## config.mk

```make
export PLATFORM = sky130hd
export DESIGN_NAME = wb_stage
export DESIGN_NICKNAME = d
export VERILOG_FILES = /design/src/rtl/wb_stage.sv
export SDC_FILE = /design/constraint.sdc
export NUM_CORES = 1
export LEC_CHECK = 0
export BUFFER_PORTS_ARGS = -buffer_cell sky130_fd_sc_hd__buf_2
export CORE_MARGIN = 2
export CORE_UTILIZATION = 45
export CTS_CLUSTER_SIZE = 10
export DETAILED_ROUTE_END_ITERATION = 12
export GPL_TIMING_DRIVEN = 0
export HOLD_SLACK_MARGIN = 0.06
export PLACE_DENSITY = 0.77
export SLEW_MARGIN = 20
export SYNTH_ARGS = -nofsm -noshare
export SYNTH_HDL_FRONTEND = slang
export SYNTH_SLANG_ARGS = --single-unit
```

## constraint.sdc

```tcl
create_clock -name clk -period 2.06 [get_ports clk]
set_clock_uncertainty 0.2 [all_clocks]
set_input_delay 0 -clock clk [delete_from_list [all_inputs] [get_ports clk]]
set_output_delay 0 -clock clk [all_outputs]
set_load 0.05 [all_outputs]
```

## src/rtl/wb_stage.sv

```systemverilog
`default_nettype none
// ============================================================================
//  Module   : wb_stage
//  Purpose  : MEM/WB pipeline register with writeback mux, halt FSM and a
//             saturating retired-instruction counter.
//  Revision : 1.0  initial release
// ============================================================================
module wb_stage #(
    parameter logic ZERO_REG_WRITE_EN = 1'b0
) (
    input  logic        clk,
    input  logic        rst,
    input  logic        stall,
    input  logic        flush,
    input  logic        mem_valid,
    input  logic        mem_reg_write,
    input  logic [3:0]  mem_dst_reg,
    input  logic        mem_to_reg,
    input  logic        mem_is_pcs,
    input  logic [15:0] mem_alu_result,
    input  logic [15:0] mem_read_data,
    input  logic [15:0] mem_pc_next,
    input  logic        mem_halt,
    output logic        WriteReg,
    output logic [3:0]  DstReg,
    output logic [15:0] DstData,
    output logic        wb_valid,
    output logic        halted,
    output logic [15:0] retired
);

    localparam logic [0:0] c_RUN    = 1'b0;
    localparam logic [0:0] c_HALTED = 1'b1;

    logic [0:0]  r_state;
    logic        r_valid;
    logic        r_regWrite;
    logic [3:0]  r_dstReg;
    logic        r_memToReg;
    logic        r_isPcs;
    logic [15:0] r_aluResult;
    logic [15:0] r_readData;
    logic [15:0] r_pcNext;
    logic        r_halt;
    logic [15:0] r_retired;

    logic w_run;
    logic w_haltNow;
    logic w_retireNow;

    assign w_run       = (r_state == c_RUN);
    assign w_haltNow   = w_run & r_valid & r_halt & ~stall;
    assign w_retireNow = w_run & r_valid & ~r_halt & ~stall & (r_retired != 16'hFFFF);

    always_ff @(posedge clk or negedge rst) begin
        if (!rst) begin
            r_state     <= c_RUN;
            r_valid     <= 1'b0;
            r_regWrite  <= 1'b0;
            r_dstReg    <= 4'd0;
            r_memToReg  <= 1'b0;
            r_isPcs     <= 1'b0;
            r_aluResult <= 16'd0;
            r_readData  <= 16'd0;
            r_pcNext    <= 16'd0;
            r_halt      <= 1'b0;
            r_retired   <= 16'd0;
        end else if (w_run) begin
            if (w_retireNow) begin
                r_retired <= r_retired + 16'd1;
            end
            if (w_haltNow) begin
                r_state <= c_HALTED;
            end
            // The HLT stays resident in the register once it has retired.
            if (flush) begin
                r_valid <= 1'b0;
            end else if (!stall && !w_haltNow) begin
                r_valid     <= mem_valid;
                r_regWrite  <= mem_reg_write;
                r_dstReg    <= mem_dst_reg;
                r_memToReg  <= mem_to_reg;
                r_isPcs     <= mem_is_pcs;
                r_aluResult <= mem_alu_result;
                r_readData  <= mem_read_data;
                r_pcNext    <= mem_pc_next;
                r_halt      <= mem_halt & mem_valid;
            end
        end
    end

    always_comb begin
        DstData = r_aluResult;
        if (r_memToReg) begin
            DstData = r_readData;
        end else if (r_isPcs) begin
            DstData = r_pcNext;
        end
    end

    assign WriteReg = r_valid & r_regWrite & w_run & ~r_halt
                    & ((r_dstReg != 4'd0) | ZERO_REG_WRITE_EN);
    assign DstReg   = r_dstReg;
    assign wb_valid = r_valid;
    assign halted   = (r_state == c_HALTED);
    assign retired  = r_retired;

endmodule
`default_nettype wire

```

# After elaboration in Yosys (flattened, before gate mapping)
# Index checks and enable logic that the tools add are counted.
[totals] reg_bits=74 out_inout_bits=39
[op_classes] bitwise_logic=15 reduce_logical=8 addsub=1 eq_ne=1 mux=6
[op_table] op="16-bit 2-to-1 mux" n=2
[op_table] op="16-bit by 1-bit adder with 16-bit output (second input constant)" n=1
[op_table] op="16-bit inequality test (second input constant)" n=1
[op_table] op="1-bit bitwise AND" n=11
[op_table] op="1-bit 2-to-1 mux" n=4
[op_table] op="1-bit NOT" n=4
[op_table] op="2-bit AND reduction" n=2
[op_table] op="4-bit nonzero test" n=1
[op_table] op="3-bit AND reduction" n=1
[op_table] op="1-bit logical NOT" n=2
[op_table] op="2-bit nonzero test" n=1
[op_table] op="1-bit logical AND" n=1

# Depth between registers and ports, before layout
# Gate-level depths: netlist (run 1).
[logic_depth] depth_word=8 depth_mapped=6

# Least setup slack after synthesis (run 1)
# Ideal clock, no wire load.
[synth_timing] kind="register to output" start="reg r_dstReg[1], in the netlist DstReg[1]" end="out WriteReg" arrival_ns=2.416 path_slack_ns=-0.556 path_stages_with_launch=3 required_time_ns=1.860 path_buffers=0 cell_sequence="dfrtp_1 -> nor4_1 -> nor4b_1"
[synth_between] elab_chain_len=2
[synth_rtl] item="start, declared" line_no="38" text="logic [3:0] r_dstReg;"
[synth_rtl] item="start signal, assigned" line_no="81" text="r_dstReg <= mem_dst_reg;"
[synth_rtl] item="4-bit nonzero test" line_no="102" text="& ((r_dstReg != 4'd0) | ZERO_REG_WRITE_EN);"
[synth_rtl] item="1-bit bitwise AND" line_no="102"
[synth_rtl] item="end, declared" line_no="24" text="output logic WriteReg,"
# Every way passes these cells.

# Final worst setup path (run 1)
[layout_timing] start="reg r_isPcs" end="out DstData[7]"
[layout_between] elab_chain_len=2
[layout_rtl] item="start, declared" line_no="40" text="logic r_isPcs;"
[layout_rtl] item="start signal, assigned" line_no="83" text="r_isPcs <= mem_is_pcs;"
[layout_rtl] item="16-bit 2-to-1 mux" line_no="96" text="end else if (r_isPcs) begin"
[layout_rtl] item="16-bit 2-to-1 mux" line_no="94" text="if (r_memToReg) begin"
[layout_rtl] item="end, declared" line_no="26" text="output logic [15:0] DstData,"
# Every way passes these cells.

==> out/metrics.csv, run 1 <==
metric,value,unit
worst path required time,1860,ps
Overall Global Routing Usage,22.22,%
Routed Antenna Nets,0,
Initial Util,46.13,%
crit path cell chain,clkbuf_4 > mux2i_1 > o21ai_1 > buf_2,
# nets final,495,
number of synthesized register bits,74,
"Distinct cells, synth",36,
P per Cell Area,1391,mW/mm^2
final wirelength,8476,um
Core Area,0.007214,sq mm
Final period util,94.75,%
RSZ-0062 raised after global routing,no,
Post-synth EDFFs,0,
antenna cells,0,
Fin Hold WS,223.0,ps
Post-Synthesis Cells,260,
fraction of final layout cells sized beyond drive strength 1,44.62,%
largest fanout on the critical path,10,
Syn Std Cell Area,0.003328,sq mm
Clock Path Buffers,2,
die width,90,um
via count,2749,
"Seq/Total Area, Yosys",55.64,%
worst-skew pair later-pin latency,330,ps
final hold viol count,0,
"Largest delay share family, worst path",buffers and inverters,
CTS tree,built,
die area,0.008100,sq mm
GPL Wtd Cong,0.8770,
antenna violations before repair,0,
post-route minimum period,1952,ps
Vias/cell,5.129,
CP peak stage delay,520,ps
Initial DRT Pass Iterations,4,
worst vdd ir,1.035,mV
Initial DRC Count,103,
highest-count cells in the layout ignoring fill and taps,"buf_2, dfrtp_1, dlygate4sd3_1",
"Slowest-stage cell, CP",dfrtp_2,
Syn. warnings,0,
Crit. End Element,output pin,
DP HPWL,5479,um
Worst Max-Slew Pin Slew,536.6,ps
Max-Cap Viols,0,
root buf cell,clkbuf_8,
largest net degree at the start of global routing,41,
Max Freq,0.5123,GHz
startpoint types,register,
Post-synth ARST share,100.0,%
CP bufs+invs,2,
H-tree depth,3,
leakage,0.002315,uW
Crit Path Category,reg2out,
first-pass GRT wire length,14440,um
final setup vio count,0,
worst path arrival time,1750,ps
syn_nets,322,
FP Rows,31,
Clock Sinks,74,
Clock transition at path regs,80,ps
Layout area overhead,44.85,%
Hold Crit Class,in2reg,
IO Count,100,
setup TNS,0,ps
Synth Flop Type,dfrtp_1,
r2r setup slk,130,ps
syn avg cell area,12.80,sq um
fin. max-slew vios,0,
"most common cell after layout, fill and taps aside",buf_2,
remaining global-route overflow,0,
Port Buffers,99,
wire per inst,15.81,um
TritonCTS buffer count,9,
DRC viols,0,
Rel. slew slack,64.23,%
floorplan die height,90,um
status,finished clean,
vias in the first global route,3049,
## per-layer routing
layer	GRT usage, %	wire (um)	up-vias
met3	6.287	545	12
met4	7.308	130	0
met5	0	0	-
li1	-	-	1275
met1	26.04	3412	1360
met2	39.29	4387	102
## final cells by class
class	count	area (sq um)
fillers	566	2394
multi-input cells	172	1426
repair buffers	163	1144
inverters	2	7.507
flip-flops and latches	74	1862
clock buffers	9	123.9
well taps	99	123.9
plain buffers	11	75.07
clock inverters	6	58.81
## final timing paths
check	startpoint	endpoint	cells past startpoint
max	r_isPcs	DstData[7]	4
max reg2reg	halted	r_pcNext[1]	5
min in group asynchronous	rst	retired[14]	3
max in group asynchronous	rst	halted	4
min	mem_to_reg	r_memToReg	3
min reg2reg	retired[0]	retired[0]	1
## report_power, final
| part | leakage [uW] | switching (uW) | internal, uW |
|---|---|---|---|
| sequential | 0.000912 | 413 | 2050 |
| clock | 0.0000986 | 526 | 547 |
| combinational | 0.00131 | 2030 | 1150 |
| total | 0.00232 | 2970 | 3740 |
## state kept, by name, indices dropped and copies added (netlist names)
name	flops
DstReg	4
r_memToReg	1
r_aluResult	16
r_regWrite	1
r_isPcs	1
r_halt	1
r_readData	16
wb_valid	1
retired	16
r_pcNext	16
halted	1
## metrics by stage
step / cells / power, uW / utilization (%) / cell area (sq um) / setup WS, ps
floorplan: 260 / 4749 / - / 3343 / 2.853
global placement: 458 / 5430 / 54.93 / 3963 / -87.39
detailed placement: 459 / 5521 / 55.24 / 3985 / -125.8
CTS: 534 / 6708 / 66.34 / 4786 / 22.68
global route: 536 / 7097 / 66.82 / 4821 / 3.345
finish: 536 / 6708 / 66.82 / 4821 / 108.1
## cells in the mapped netlist, types with 3 or more instances
| cell type | number | area [sq um] |
|---|---|---|
| a21oi_1 | 4 | 20.02 |
| buf_2 | 7 | 35.03 |
| clkbuf_1 | 5 | 18.77 |
| dfrtp_1 | 74 | 1852 |
| mux2_2 | 56 | 630.6 |
| mux2i_1 | 16 | 160.2 |
| nand2_1 | 24 | 90.09 |
| nand3_1 | 4 | 20.02 |
| nand4_1 | 3 | 18.77 |
| nor2_1 | 5 | 18.77 |
| nor3_1 | 5 | 25.02 |
| nor4_1 | 3 | 18.77 |
| o21ai_0 | 17 | 85.08 |
| xor2_1 | 12 | 105.1 |
## tightest hold or removal path, delay by kind of cell
kind	cells	cell delay, ps
buffers and inverters	2	600
multiplexers	1	120
## timing repair
item                                   in CTS  in global routing
endpoints found under the hold margin     143                  0
setup buffers                               0                  2
setup endpoints to repair                  37                 38
hold buffers                               61                  0
resized for setup                           5                  7
pin swaps                                   0                  2
## cell families after synthesis
| family | share of synthesized area, % |
|---|---|
| flops | 55.64 |
| xor+xnor | 3.158 |
| mux | 23.76 |
| compound gates | 5.489 |
| buf+inv | 1.842 |
| simple gates | 9.737 |
| fa+ha+maj | 0.3759 |
(Power assumes the default switching activity.)
==> run 2, diff against run 1 <==
--- a/config.mk
+++ b/config.mk
@@ -12,7 +12,7 @@
 export DETAILED_ROUTE_END_ITERATION = 12
 export GPL_TIMING_DRIVEN = 0
 export HOLD_SLACK_MARGIN = 0.06
-export PLACE_DENSITY = 0.77
+export PLACE_DENSITY = 0.8
 export SLEW_MARGIN = 20
 export SYNTH_ARGS = -nofsm -noshare
 export SYNTH_HDL_FRONTEND = slang
==> constraint.sdc (replaced) <==
create_clock -name clk -period 1.6 [get_ports clk]
set_clock_uncertainty 0.2 [all_clocks]
set_input_delay 0 -clock clk [delete_from_list [all_inputs] [get_ports clk]]
set_output_delay 0 -clock clk [all_outputs]
set_load 0.05 [all_outputs]
==> out/metrics.csv, run 2 (synthesis gave the netlist of run 1 again) <==
metric,value,unit
Reg2Reg Depth,7,
worst-skew pair later-pin latency,350,ps
worst path arrival time,1960,ps
die width,90,um
area post-placement,0.004334,sq mm
Worst Max-Slew Pin Slew,790.9,ps
floorplan die height,90,um
Initial Util,46.13,%
sw frac,42.33,%
Layout area overhead,70.49,%
TritonCTS buffer count,9,
DP HPWL,5717,um
Initial DRT Pass Iterations,4,
final hold viol count,0,
worst path required time,1660,ps
largest fanout on the critical path,6,
H-tree depth,3,
Rel. slew slack,47.28,%
status,"finished, violations left",
FP Rows,31,
combinational share of power,54.9,%
highest-count cells in the layout ignoring fill and taps,"buf_2, dlygate4sd3_1, dfrtp_1",
Vias/cell,5.318,
hold path endpoint,retired[12],
remaining global-route overflow,0,
Final period util,118.6,%
Clock Path Buffers,2,
antenna cells,0,
Clock transition at path regs,80,ps
wire per inst,18.56,um
P per Cell Area,1838,mW/mm^2
GPL Wtd Cong,0.8113,
Initial DRC Count,191,
NetSw,4415,uW
antenna violations before repair,0,
Crit Path Category,reg2reg,
fin. max-slew vios,0,
hold path start,stall,
internal power of the cells,6015,uW
vias in the first global route,3175,
final wirelength,10450,um
RR Endpoint,retired[2],
Core Area,0.007214,sq mm
failing checks,negative setup slack,
die area,0.008100,sq mm
startpoint types,register,
r2r setup slk,-300,ps
Routed Antenna Nets,0,
Port Buffers,99,
via count,2994,
Crit. End Element,register,
CTS tree,built,
Clock Sinks,74,
setup TNS,-13510,ps
RSZ-0062 raised after global routing,yes,
final setup vio count,88,
hold depth,6,
Overall Global Routing Usage,25.30,%
leakage,0.002649,uW
worst setup margin,-297.9,ps
# nets final,521,
Max Freq,0.5269,GHz
Max-Cap Viols,0,
root buf cell,clkbuf_8,
worst vdd ir,1.187,mV
IO Count,100,
Finished Cell Area,0.005674,sq mm
Clock power frac,13.9,%
sequential share of power,31.3,%
reg-to-reg startpoint,retired[1],
Hold Crit Class,in2reg,
largest net degree at the start of global routing,58,
DRC viols,0,
"most common cell after layout, fill and taps aside",buf_2,
post-route minimum period,1898,ps
first-pass GRT wire length,16020,um
fraction of final layout cells sized beyond drive strength 1,59.48,%
run 2: cell count changes in the layout (fill, tap and decap cells not counted), sizes merged:
cell / before / now
buf: 108 / 133
clkinv: 5 / 1
inv: 2 / 3
clkinvlp: 0 / 3
clkbuf: 14 / 15
dlymetal6s4s: 0 / 1
run 2: cell type report:
class	count	area, sq um
fill	417	1540
clock inverter	6	66.31
multi-input combinational	172	1803
timing repair buffer	188	1480
tap	99	123.9
sequential	74	1879
inverter	2	7.507
buffer	12	186.4
clock buffer	10	127.6
run 2: what timing repair did:
action                                  CTS  global route
hold buffers                             62             0
gates resized for setup                  71            17
endpoints found under the hold margin   135             0
pin swaps                                10            13
endpoints found under the setup margin   89           107
buffers inserted                         13            13
run 2: power by group through the flow:
stage	clock network (uW)	registers [uW]	logic [uW]
2_1_floorplan	0	3420	3320
3_5_place_dp	0	3190	4590
3_3_place_gp	0	3130	4480
6_report	1450	3260	5720
4_1_cts	1460	3200	5540
5_1_grt	1560	3340	6000
run 2: how the worst max path moves through the flow:
stage                     slack (ps)  startpoint     endpoint
after CTS                       -220      halted   retired[1]
final                           -300  retired[1]   retired[2]
after detailed placement        -350      halted   retired[8]
after global placement          -320         rst       halted
after floorplan                 -230  retired[0]   retired[1]
after global routing            -350      halted  retired[15]
run 2: stage by stage:
| step | std cells | setup WS, ps | power (uW) | utilization [%] | hold slack (ps) |
|---|---|---|---|---|---|
| after floorplan | 260 | -226.4 | 6732 | - | -495.6 |
| after global placement | 458 | -319.9 | 7614 | 59.66 | 30.04 |
| after detailed placement | 459 | -354.8 | 7779 | 60.08 | -305.2 |
| after CTS | 550 | -223.5 | 10200 | 76.50 | 66.64 |
| after global routing | 563 | -354.9 | 10900 | 78.65 | 128.0 |
| final | 563 | -297.9 | 10430 | 78.65 | 122.3 |
run 2: critical path: stages, from the launching register on:
cell,delay [ps]
dfrtp_2,410
ha_4,150
nand4_1,200
nor4_4,280
buf_6,200
nor2_4,60
buf_6,120
a21oi_1,190
run 2: metal layers:
layer,GRT usage (%),up-vias,routed length [um]
met2,45.49,110,5597
met4,11.41,0,409
li1,-,1334,-
met1,30.04,1512,4079
met5,0,-,0
met3,3.521,38,366
